==> config.mk <==
export PLATFORM = sky130hd
export DESIGN_NAME = stage_wb_flat
export DESIGN_NICKNAME = d
export VERILOG_FILES = /design/src/rtl/riscv_defines.sv /design/src/rtl/hazard_interface.sv /design/src/rtl/retire_counter.sv /design/src/rtl/stage_wb.sv /design/src/flat_wrapper.sv
export SDC_FILE = /design/constraint.sdc
export NUM_CORES = 1
export LEC_CHECK = 0
export ABC_AREA = 1
export BUFFER_PORTS_ARGS = -buffer_cell sky130_fd_sc_hd__buf_2
export CAP_MARGIN = 5
export CORE_AREA = 2 2 127 129
export CTS_CLUSTER_DIAMETER = 200
export DETAILED_ROUTE_END_ITERATION = 10
export DIE_AREA = 0 0 129 131
export GPL_TIMING_DRIVEN = 0
export PLACE_DENSITY = 0.55
export SYNTH_ARGS = -nofsm -noshare
export SYNTH_HDL_FRONTEND = slang
export SYNTH_SLANG_ARGS = --single-unit
==> constraint.sdc <==
create_clock -name clk -period 1.91 [get_ports clk]
set_input_delay 0 -clock clk [delete_from_list [all_inputs] [get_ports clk]]
set_output_delay 0 -clock clk [all_outputs]
set_load 0.02 [all_outputs]
==> src/rtl/riscv_defines.sv <==
// Shared RV32 pipeline types: writeback source select, M-stage control,
// trap request and hazard unit request/response bundles.
package riscv_defines;

   localparam int XLEN      = 32;
   localparam int INSTRET_W = 64;

   typedef enum logic [1:0] {
      RESULT_ALU = 2'd0,
      RESULT_MEM = 2'd1,
      RESULT_PC4 = 2'd2,
      RESULT_CSR = 2'd3
   } resultsrc_t;

   typedef struct packed {
      logic       regwrite;
      resultsrc_t resultsrc;
      logic       memaccess;
   } control_signal_t;

   typedef struct packed {
      logic        valid;
      logic [4:0]  cause;
      logic [31:0] tval;
   } trap_req_t;

   typedef struct packed {
      logic [4:0] rd_w;
      logic       regwrite_w;
   } hazard_req_t;

   typedef struct packed {
      logic flush_w;
   } hazard_res_t;

endpackage

==> src/rtl/hazard_interface.sv <==
// Link between a pipeline stage (requester) and the hazard/forwarding unit.
interface hazard_interface;
   import riscv_defines::*;

   hazard_req_t req;
   hazard_res_t res;

   modport requester (output req, input res);
   modport responder (input req, output res);
endinterface

==> src/rtl/retire_counter.sv <==
// 64-bit retired-instruction counter with split-word CSR writes and inhibit.
module retire_counter
   import riscv_defines::*;
#(
   parameter logic [INSTRET_W-1:0] INSTRET_RESET = 64'd0
) (
   input  logic                 clk,
   input  logic                 start,
   input  logic                 retire,
   input  logic                 inhibit,
   input  logic                 we_lo,
   input  logic                 we_hi,
   input  logic [31:0]          wdata,
   output logic [INSTRET_W-1:0] count
);

   // A CSR write in the same cycle as a retirement swallows that increment.
   always_ff @(posedge clk) begin
      if (!start) begin
         count <= INSTRET_RESET;
      end else if (we_lo || we_hi) begin
         if (we_lo) count[31:0]  <= wdata;
         if (we_hi) count[63:32] <= wdata;
      end else if (retire && !inhibit) begin
         count <= count + 64'd1;
      end
   end

endmodule

==> src/rtl/stage_wb.sv <==
// Writeback stage: M->W register, writeback mux, retire pulse, instret.
// Define STAGE_WB_INSTRET_EN to build the instret counter and CSR path.
module stage_wb
   import riscv_defines::*;
#(
   parameter logic [63:0] INSTRET_RESET = 64'd0
) (
   input  logic                      clk,
   input  logic                      start,
   input  control_signal_t           control_signal_m,
   input  logic                      instvalid_m,
   input  logic [31:0]               pc_m,
   input  logic [4:0]                rd_m,
   input  logic [31:0]               result_m,
   input  logic [31:0]               memresult_m,
   input  trap_req_t                 trap_req_m,
   hazard_interface.requester        hazard_bus,
   output logic [31:0]               result_w,
   output logic [4:0]                rd_w,
   output logic                      regwrite_w,
   output logic [31:0]               pc_w,
   output logic                      retire_w,
   output logic [63:0]               instret,
   input  logic                      instret_inhibit,
   input  logic                      instret_we_lo,
   input  logic                      instret_we_hi,
   input  logic [31:0]               instret_wdata
);

   logic        regwrite_q;
   resultsrc_t  resultsrc_q;
   logic        valid_q;
   logic        squash_q;
   logic [31:0] pc_q;
   logic [4:0]  rd_q;
   logic [31:0] result_q;
   logic [31:0] memresult_q;
   logic        live;
   logic        unused;

   always_ff @(posedge clk) begin
      if (!start || hazard_bus.res.flush_w) begin
         regwrite_q  <= 1'b0;
         resultsrc_q <= RESULT_ALU;
         valid_q     <= 1'b0;
         squash_q    <= 1'b0;
         pc_q        <= '0;
         rd_q        <= '0;
         result_q    <= '0;
         memresult_q <= '0;
      end else begin
         regwrite_q  <= control_signal_m.regwrite;
         resultsrc_q <= control_signal_m.resultsrc;
         valid_q     <= instvalid_m;
         squash_q    <= trap_req_m.valid;
         pc_q        <= pc_m;
         rd_q        <= rd_m;
         result_q    <= result_m;
         memresult_q <= memresult_m;
      end
   end

   // Held-low start kills any stale W contents in the reset cycle itself.
   assign live       = valid_q & ~squash_q & start;
   assign retire_w   = live;
   assign regwrite_w = live & regwrite_q & (rd_q != 5'd0);
   assign rd_w       = rd_q;
   assign pc_w       = pc_q;
   assign result_w   = (resultsrc_q == RESULT_MEM) ? memresult_q
                                                   : result_q;

   assign hazard_bus.req.rd_w       = rd_w;
   assign hazard_bus.req.regwrite_w = regwrite_w;

`ifdef STAGE_WB_INSTRET_EN
   retire_counter #(
      .INSTRET_RESET (INSTRET_RESET)
   ) u_retire_counter (
      .clk     (clk),
      .start   (start),
      .retire  (retire_w),
      .inhibit (instret_inhibit),
      .we_lo   (instret_we_lo),
      .we_hi   (instret_we_hi),
      .wdata   (instret_wdata),
      .count   (instret)
   );

   assign unused = ^{control_signal_m.memaccess,
                     trap_req_m.cause, trap_req_m.tval};
`else
   assign instret = 64'd0;

   assign unused = ^{control_signal_m.memaccess,
                     trap_req_m.cause, trap_req_m.tval,
                     instret_inhibit, instret_we_lo,
                     instret_we_hi, instret_wdata,
                     INSTRET_RESET};
`endif

endmodule
==> src/flat_wrapper.sv <==
// flat-port wrapper written by rule: the top's interface ports become plain ports
module stage_wb_flat import riscv_defines::*;
#(
   parameter logic [63:0] INSTRET_RESET = 64'd0
)
  (clk, start, control_signal_m, instvalid_m, pc_m, rd_m, result_m, memresult_m, trap_req_m, result_w, rd_w, regwrite_w, pc_w, retire_w, instret, instret_inhibit, instret_we_lo, instret_we_hi, instret_wdata, hazard_bus_req, hazard_bus_res);
  hazard_interface hazard_bus_i ();
  input  logic clk;
  input  logic start;
  input  control_signal_t control_signal_m;
  input  logic instvalid_m;
  input  logic [31:0] pc_m;
  input  logic [4:0] rd_m;
  input  logic [31:0] result_m;
  input  logic [31:0] memresult_m;
  input  trap_req_t trap_req_m;
  output logic [31:0] result_w;
  output logic [4:0] rd_w;
  output logic regwrite_w;
  output logic [31:0] pc_w;
  output logic retire_w;
  output logic [63:0] instret;
  input  logic instret_inhibit;
  input  logic instret_we_lo;
  input  logic instret_we_hi;
  input  logic [31:0] instret_wdata;
  output wire logic [$bits(hazard_bus_i.req)-1:0] hazard_bus_req;
  input wire logic [$bits(hazard_bus_i.res)-1:0] hazard_bus_res;
  assign hazard_bus_req = hazard_bus_i.req;
  assign hazard_bus_i.res = hazard_bus_res;
  stage_wb #(.INSTRET_RESET(INSTRET_RESET)) u_core (.clk(clk), .start(start), .control_signal_m(control_signal_m), .instvalid_m(instvalid_m), .pc_m(pc_m), .rd_m(rd_m), .result_m(result_m), .memresult_m(memresult_m), .trap_req_m(trap_req_m), .hazard_bus(hazard_bus_i), .result_w(result_w), .rd_w(rd_w), .regwrite_w(regwrite_w), .pc_w(pc_w), .retire_w(retire_w), .instret(instret), .instret_inhibit(instret_inhibit), .instret_we_lo(instret_we_lo), .instret_we_hi(instret_we_hi), .instret_wdata(instret_wdata));
endmodule
==> results of run 1 <==
## worst min-delay path by stage
stage	startpoint	end
6_report	start	u_core.memresult_q[26]
3_3_place_gp	pc_m[18]	u_core.pc_w[18]
5_1_grt	start	u_core.memresult_q[22]
4_1_cts	start	u_core.memresult_q[21]
3_5_place_dp	result_m[29]	u_core.result_q[29]
2_1_floorplan	memresult_m[0]	u_core.memresult_q[0]
## layer usage
layer  wire (microns)  GRT usage [%]
met4              163          5.435
met3              886          4.275
met1             4791          15.31
met5                0              0
met2             5589          23.50
## state kept, by name, indices dropped and copies added (netlist names)
name,flops
u_core.resultsrc_q,2
u_core.memresult_q,32
u_core.squash_q,1
u_core.valid_q,1
u_core.result_q,32
u_core.pc_w,32
u_core.rd_w,5
u_core.regwrite_q,1
## Yosys cell counts
cell      number  area share (%)
buf_2         15             1.9
buf_4         70              13
buf_6          5             1.4
clkbuf_1       1           0.093
conb_1         1           0.093
dfxtp_1      106              52
inv_1        110              10
inv_2          1           0.093
nand2_1       68             6.3
nand2_2        2            0.31
nand3_1       32             4.0
nor2_1       110              10
## cells by family after synthesis
kind of cell | Yosys count | synth area share [%]
other | 1 | 0.09273
buffers and inverters | 202 | 26.64
DFF | 106 | 52.48
and+or+nand+nor | 212 | 20.79
## placed cells by master, fill, tap and decap left out, types with 5 or more instances in the layout
cell and count:
buf_2 200, buf_4 70, buf_6 5, clkbuf_16 9, conb_1 64, dfxtp_1 106
dlygate4sd3_1 106, inv_1 110, nand2_1 68, nand3_1 32, nor2_1 110
## stage by stage
step	std cells	hold WS, ps	instance area, sq um
after detailed placement	985	218.0	5477
after global routing	1107	217.0	6843
final	1107	158.3	6843
after CTS	1107	180.2	6843
after floorplan	584	112.2	4280
after global placement	985	213.6	5477
## layout make-up
type | count | area, sq um
Multi-Input combinational cell | 276 | 1081
Inverter | 111 | 416.7
Buffer | 91 | 660.6
Clock buffer | 11 | 242.7
Fill cell | 1585 | 8755
Tap cell | 216 | 270.3
Clock inverter | 5 | 62.56
Sequential cell | 106 | 2122
Timing Repair Buffer | 291 | 1987
## power by group
part | switching [mW] | internal [mW] | leakage [nW]
clock | 0.825 | 1.06 | 0.148
sequential | 0.0229 | 2.30 | 0.871
combinational | 0.445 | 0.425 | 3.03
## what timing repair did
| item | in CTS | in global routing |
|---|---|---|
| resized for setup | 0 | 0 |
| buffers inserted | 0 | 0 |
| setup endpoints to repair | 0 | 0 |
| endpoints found under the hold margin | 106 | 0 |
| hold buffers | 106 | 0 |
==> qor.csv, run 1 <==
stage,metric,value,unit
run_status,status,finished clean,
routing,post-route ant nets,0,
worst_setup_path,CP Launch Point,u_core.resultsrc_q[1],
clock_network,clk root buf,clkbuf_16,
timing,max frequency,0.6215,GHz
final_layout,Layout Nets,1068,
worst_setup_path,critical path required time,1910,ps
clock_network,H-tree depth,3,
timing,Rel. slew slack,65.79,%
run,total of max-cap violations,0,
floorplan,core area,15600,sq um
final_layout,share of cells above drive strength 1,32.88,%
synthesis,synth unique cells,12,
final_layout,Area Overhead vs Synth,69.21,%
worst_setup_path,CP Capture Point,result_w[19],
clock_network,Clock Path Buffers,2,
placed_design,setup slack at placement,641.6,ps
placed_design,HPWL Detailed,7875,microns
worst_setup_path,CP bufs+invs,3,
clock_network,CTS tree,done,
worst_setup_path,crit path max-delay cell type,clkbuf_1,
routing,vias per inst,3.511,
worst_setup_path,Setup crit start kind,flop,
global_route,initial antenna violation count,0,
worst_setup_path,crit path DAT,1610,ps
timing,Setup-failing EPs final,0,
power,total power,5.078,mW
worst_setup_path,CP Depth,5,
floorplan,I/O pin count,323,
clock_network,CTS Sinks,106,
global_route,first-pass GRT wire length,17550,microns
timing,Final Hold Viols,0,
floorplan,Die Y,131,microns
min_path,Hold Crit Class,in -> reg,
floorplan,Rows,46,
final_layout,final core occ,43.87,%
clock_network,Num CTS Buffers,9,
placed_design,gpl congestion,0.7084,
clock_network,clk slew on worst S/H paths,70,ps
timing,unrepaired setup endpoints after global routing,no,
worst_setup_path,Setup CP Type,reg -> out,
routing,total number of vias,3887,
floorplan,Initial Util,25.93,%
synthesis,"Seq/Total Area, Yosys",52.48,%
global_route,GRT overflow,0,
worst_setup_path,Crit. End Element,output port,
routing,1st-iter DRT viols,99,
synthesis,Synth Register Bits,106,
worst_setup_path,crit-path cells,inv_2 > clkbuf_1 > nand3_1 > nand2_1 > buf_2,
timing,worst slew pin tran,513.1,ps
worst_setup_path,max incr delay on CP,430,ps
global_route,vias in the first global route,3715,
worst_setup_path,CP top delay family,buffers and inverters,
floorplan,Die Width,129,microns
min_path,worst hold stages,4,
routing,DR pass1 iterations,4,
power,power density cells,742.2,nW/um^2
power,Lkg Pwr,4.048,nW
floorplan,Die ar.,16900,sq um
final_layout,# diodes,0,
routing,Residual DRC,0,
synthesis,warnings from Yosys,0,
worst_setup_path,largest fanout on the critical path,10,
routing,Post-Route WL,11430,microns
power,worst vdd ir,365.8,uV
synthesis,area of the mapped netlist,4044,sq um
timing,Final period util,84.24,%
placed_design,# port buffers,185,
synthesis,"Avg Cell Area, Syn",7.762,sq um
routing,Avg WL per Cell,10.33,microns
global_route,largest net degree at the start of global routing,18,
timing,post-route setup slack,301.1,ps
timing,Setup TNS Final,0,ps
synthesis,synthesized instance count,521,
timing,Final min period,1609,ps
timing,Slew Limit Fails,0,
global_route,GRT Util Overall,13.46,%
No activity file was read; power rests on OpenSTA's default activity.
==> run 2, diff against run 1 <==
--- a/config.mk
+++ b/config.mk
@@ -5,15 +5,15 @@
 export SDC_FILE = /design/constraint.sdc
 export NUM_CORES = 1
 export LEC_CHECK = 0
-export ABC_AREA = 1
+export ABC_AREA = 0
 export BUFFER_PORTS_ARGS = -buffer_cell sky130_fd_sc_hd__buf_2
 export CAP_MARGIN = 5
-export CORE_AREA = 2 2 127 129
+export CORE_AREA = 2 2 124 126
 export CTS_CLUSTER_DIAMETER = 200
 export DETAILED_ROUTE_END_ITERATION = 10
-export DIE_AREA = 0 0 129 131
+export DIE_AREA = 0 0 126 128
 export GPL_TIMING_DRIVEN = 0
-export PLACE_DENSITY = 0.55
+export PLACE_DENSITY = 0.57
 export SYNTH_ARGS = -nofsm -noshare
 export SYNTH_HDL_FRONTEND = slang
 export SYNTH_SLANG_ARGS = --single-unit
==> constraint.sdc (replaced) <==
create_clock -name clk -period 1.55 [get_ports clk]
set_input_delay 0 -clock clk [delete_from_list [all_inputs] [get_ports clk]]
set_output_delay 0 -clock clk [all_outputs]
set_load 0.02 [all_outputs]
==> run 2 against run 1 <==
The run now ends with negative setup slack left. Global-route usage decreased by 1.1 points. First-iteration DRC count shrank 38%. Combinational power increased by 30%. Critical path depth stayed put. Sequential share of layout area is 0.92 points lower.
==> qor.csv, run 2 <==
stage,metric,value,unit,change
global_route,GRT overflow,0,,unchanged
floorplan,I/O pin count,323,,unchanged
power,total power,6.476,mW,+28%
power,power density cells,917.7,nW/um^2,+24%
synthesis,largest family of logic cells by synthesized area,simple AND/OR/NAND/NOR gates,,
placed_design,# port buffers,185,,unchanged
synthesis,Synth area leaders,"dfxtp_1, and2_1, buf_4",,
run_status,failing checks,negative setup slack,,
power,Lkg Pwr,3.551,nW,-12%
clock_network,H-tree depth,3,,unchanged
min_path,Hold Crit Class,in -> reg,,
clock_network,CTS Sinks,106,,unchanged
synthesis,post-synth top area cell,dfxtp_1,,
clock_network,CTS tree,done,,
worst_setup_path,Setup crit start kind,flop,,
worst_setup_path,crit path max-delay cell type,dfxtp_2,,
synthesis,Post-synth EDFFs,0,,unchanged
run,total of max-cap violations,0,,unchanged
routing,post-route ant nets,0,,unchanged
timing,max frequency,0.6300,GHz,
worst_setup_path,critical path required time,1550,ps,-360 ps
clock_network,clk slew on worst S/H paths,70,ps,about the same
global_route,first-pass GRT wire length,15550,microns,-11%
final_layout,Layout Nets,890,,-17%
synthesis,fraction of synthesized area in multiplexers,11.89,%,+12 points
floorplan,Die ar.,16130,sq um,-4.6%
synthesis,"Async S/R FF share, synth",0,%,unchanged
synthesis,Post-Synth XOR/XNOR Area,0,%,unchanged
floorplan,Initial Util,26.75,%,+0.82 points
global_route,GRT Util Overall,12.34,%,-1.1 points
final_layout,share of cells above drive strength 1,44.74,%,+12 points
final_layout,final core occ,47.47,%,+3.6 points
worst_setup_path,max incr delay on CP,320,ps,-110 ps
placed_design,HPWL Detailed,7007,microns,-11%
timing,Slew Limit Fails,0,,unchanged
synthesis,"Avg Cell Area, Syn",11.76,sq um,+52%
power,worst vdd ir,455.8,uV,+25%
worst_setup_path,crit path DAT,1590,ps,-20 ps
floorplan,Die Y,128,microns,-2.3%
clock_network,Clock Path Buffers,2,,unchanged
final_layout,most frequent cells in the layout,"buf_2, and2_1, dlygate4sd3_1, dfxtp_1, buf_4",,
floorplan,Die Width,126,microns,-2.3%
routing,vias per inst,3.656,,+4.1%
worst_setup_path,Setup CP Type,reg -> out,,
global_route,initial antenna violation count,0,,unchanged
routing,Residual DRC,0,,unchanged
routing,total number of vias,3301,,-15%
floorplan,Rows,45,,-2.2%
synthesis,"Seq/Total Area, Yosys",53.37,%,+0.89 points
placed_design,gpl congestion,0.7252,,+2.4%
global_route,largest net degree at the start of global routing,18,,unchanged
timing,Final min period,1587,ps,
timing,Final Hold Viols,0,,unchanged
final_layout,"commonest non-fill, non-tap cell in the layout",buf_2,,
synthesis,synthesized instance count,338,,-35%
synthesis,Synth Area in Compound Gates,0.1259,%,+0.13 points
synthesis,Adder-Cell Fraction of Synth Area,0,%,unchanged
routing,DR pass1 iterations,2,,-2
global_route,vias in the first global route,3416,,-8.0%
timing,unrepaired setup endpoints after global routing,yes,,
synthesis,Synth Flop Type,dfxtp_1,,
worst_setup_path,Crit. End Element,output port,,
clock_network,Num CTS Buffers,9,,unchanged
synthesis,warnings from Yosys,0,,unchanged
worst_setup_path,largest fanout on the critical path,8,,-2
timing,Setup-failing EPs final,19,,+19
synthesis,Yosys top cell area share,53.37,%,+0.89 points
timing,hold_ws,308.1,ps,+149.7 ps
routing,1st-iter DRT viols,61,,-38%
synthesis,Synth Area in Simple Gates,17.90,%,-2.9 points
timing,post-route setup slack,-37.23,ps,-338.3 ps
synthesis,Synth Register Bits,106,,unchanged
routing,Avg WL per Cell,12.10,microns,+17%
final_layout,area of the multi-input gates,1430,sq um,+32%
synthesis,area of the mapped netlist,3976,sq um,-1.7%
final_layout,fill count,1329,,-16%
synthesis,"top cells by count, synth","and2_1, dfxtp_1, buf_4",,
final_layout,register area,2123,sq um,about the same
floorplan,core area,14860,sq um,-4.7%
worst_setup_path,crit-path cells,nor2b_4 > buf_12 > clkbuf_16 > mux2_4 > buf_6,,
clock_network,clk root buf,clkbuf_16,,
synthesis,synth unique cells,16,,+4
final_layout,Area Overhead vs Synth,77.47,%,
routing,Post-Route WL,10930,microns,-4.4%
timing,Final period util,102.4,%,
run_status,status,"complete, but fails checks",,
[run 2: cell count changes after synthesis, sizes merged, moves of 5 or more]
cell,change
and2,+106
buf,-11
clkbuf,+5
inv,-111
mux2,+32
nand2,-69
nand3,-32
nor2,-108
[run 2: area by class of cell]
| type | count | area share [%] |
|---|---|---|
| Sequential cell | 106 | 30.09 |
| Timing Repair Buffer | 296 | 32.09 |
| Clock buffer | 11 | 3.440 |
| Buffer | 85 | 9.486 |
| Antenna cell | 2 | 0.07092 |
| Multi-Input combinational cell | 210 | 20.27 |
| Clock inverter | 5 | 1.223 |
| Tap cell | 188 | 3.333 |
[run 2: final timing paths]
check                                  from                     end  cells after the start
worst max-delay path  u_core.resultsrc_q[0]            result_w[28]                      5
worst min-delay path         hazard_bus_res  u_core.memresult_q[21]                      4
[run 2: power breakdown]
group	internal, mW	leakage [nW]	total [mW]	switching (mW)
registers	2.83	0.871	2.86	0.0313
logic	0.638	2.53	1.13	0.489
clock network	1.47	0.154	2.49	1.01
total	4.94	3.55	6.48	1.53
[run 2: worst max-delay path, delay by kind of cell, from the launching register on]
family        cells  cell delay [ps]
buf+inv           3              470
flops             1              320
mux               1              300
simple gates      1              150
[run 2: logic make-up (layout without fill, tap and decap cells)]
kind of cell	Yosys count	count (layout)
muxes	32	32
AOI/OAI and AO/OA	1	1
other	1	66
buffers and inverters	85	397
DFF	106	106
and+or+nand+nor	113	113
[run 2: layer usage]
layer | vias to the layer above | global-route usage (%) | share of wire [%] | routed length (microns)
met2 | 160 | 23.43 | 53 | 5794
li1 | 1653 | - | - | -
met5 | - | 0 | 0 | 0
met4 | 0 | 4.848 | 1.2 | 136
met3 | 13 | 4.382 | 7.5 | 822
met1 | 1475 | 12.22 | 38 | 4175
[run 2: what timing repair did]
item / in CTS / in global routing
cloned: 0 / 3
setup endpoints to repair: 30 / 32
hold buffers: 106 / 0
gates resized for setup: 15 / 49
endpoints found under the hold margin: 106 / 0
setup buffers: 2 / 0
[run 2: metrics by stage]
step / worst slack (ps) / cells / setup TNS (ps) / area [sq um]
3_3_place_gp: 312.1 / 774 / 0 / 5374
5_1_grt: -103.0 / 901 / -2491 / 7052
4_1_cts: -54.04 / 898 / -1204 / 6827
3_5_place_dp: 291.3 / 774 / 0 / 5374
6_report: -37.23 / 903 / -439.2 / 7057
2_1_floorplan: 379.8 / 401 / 0 / 4213
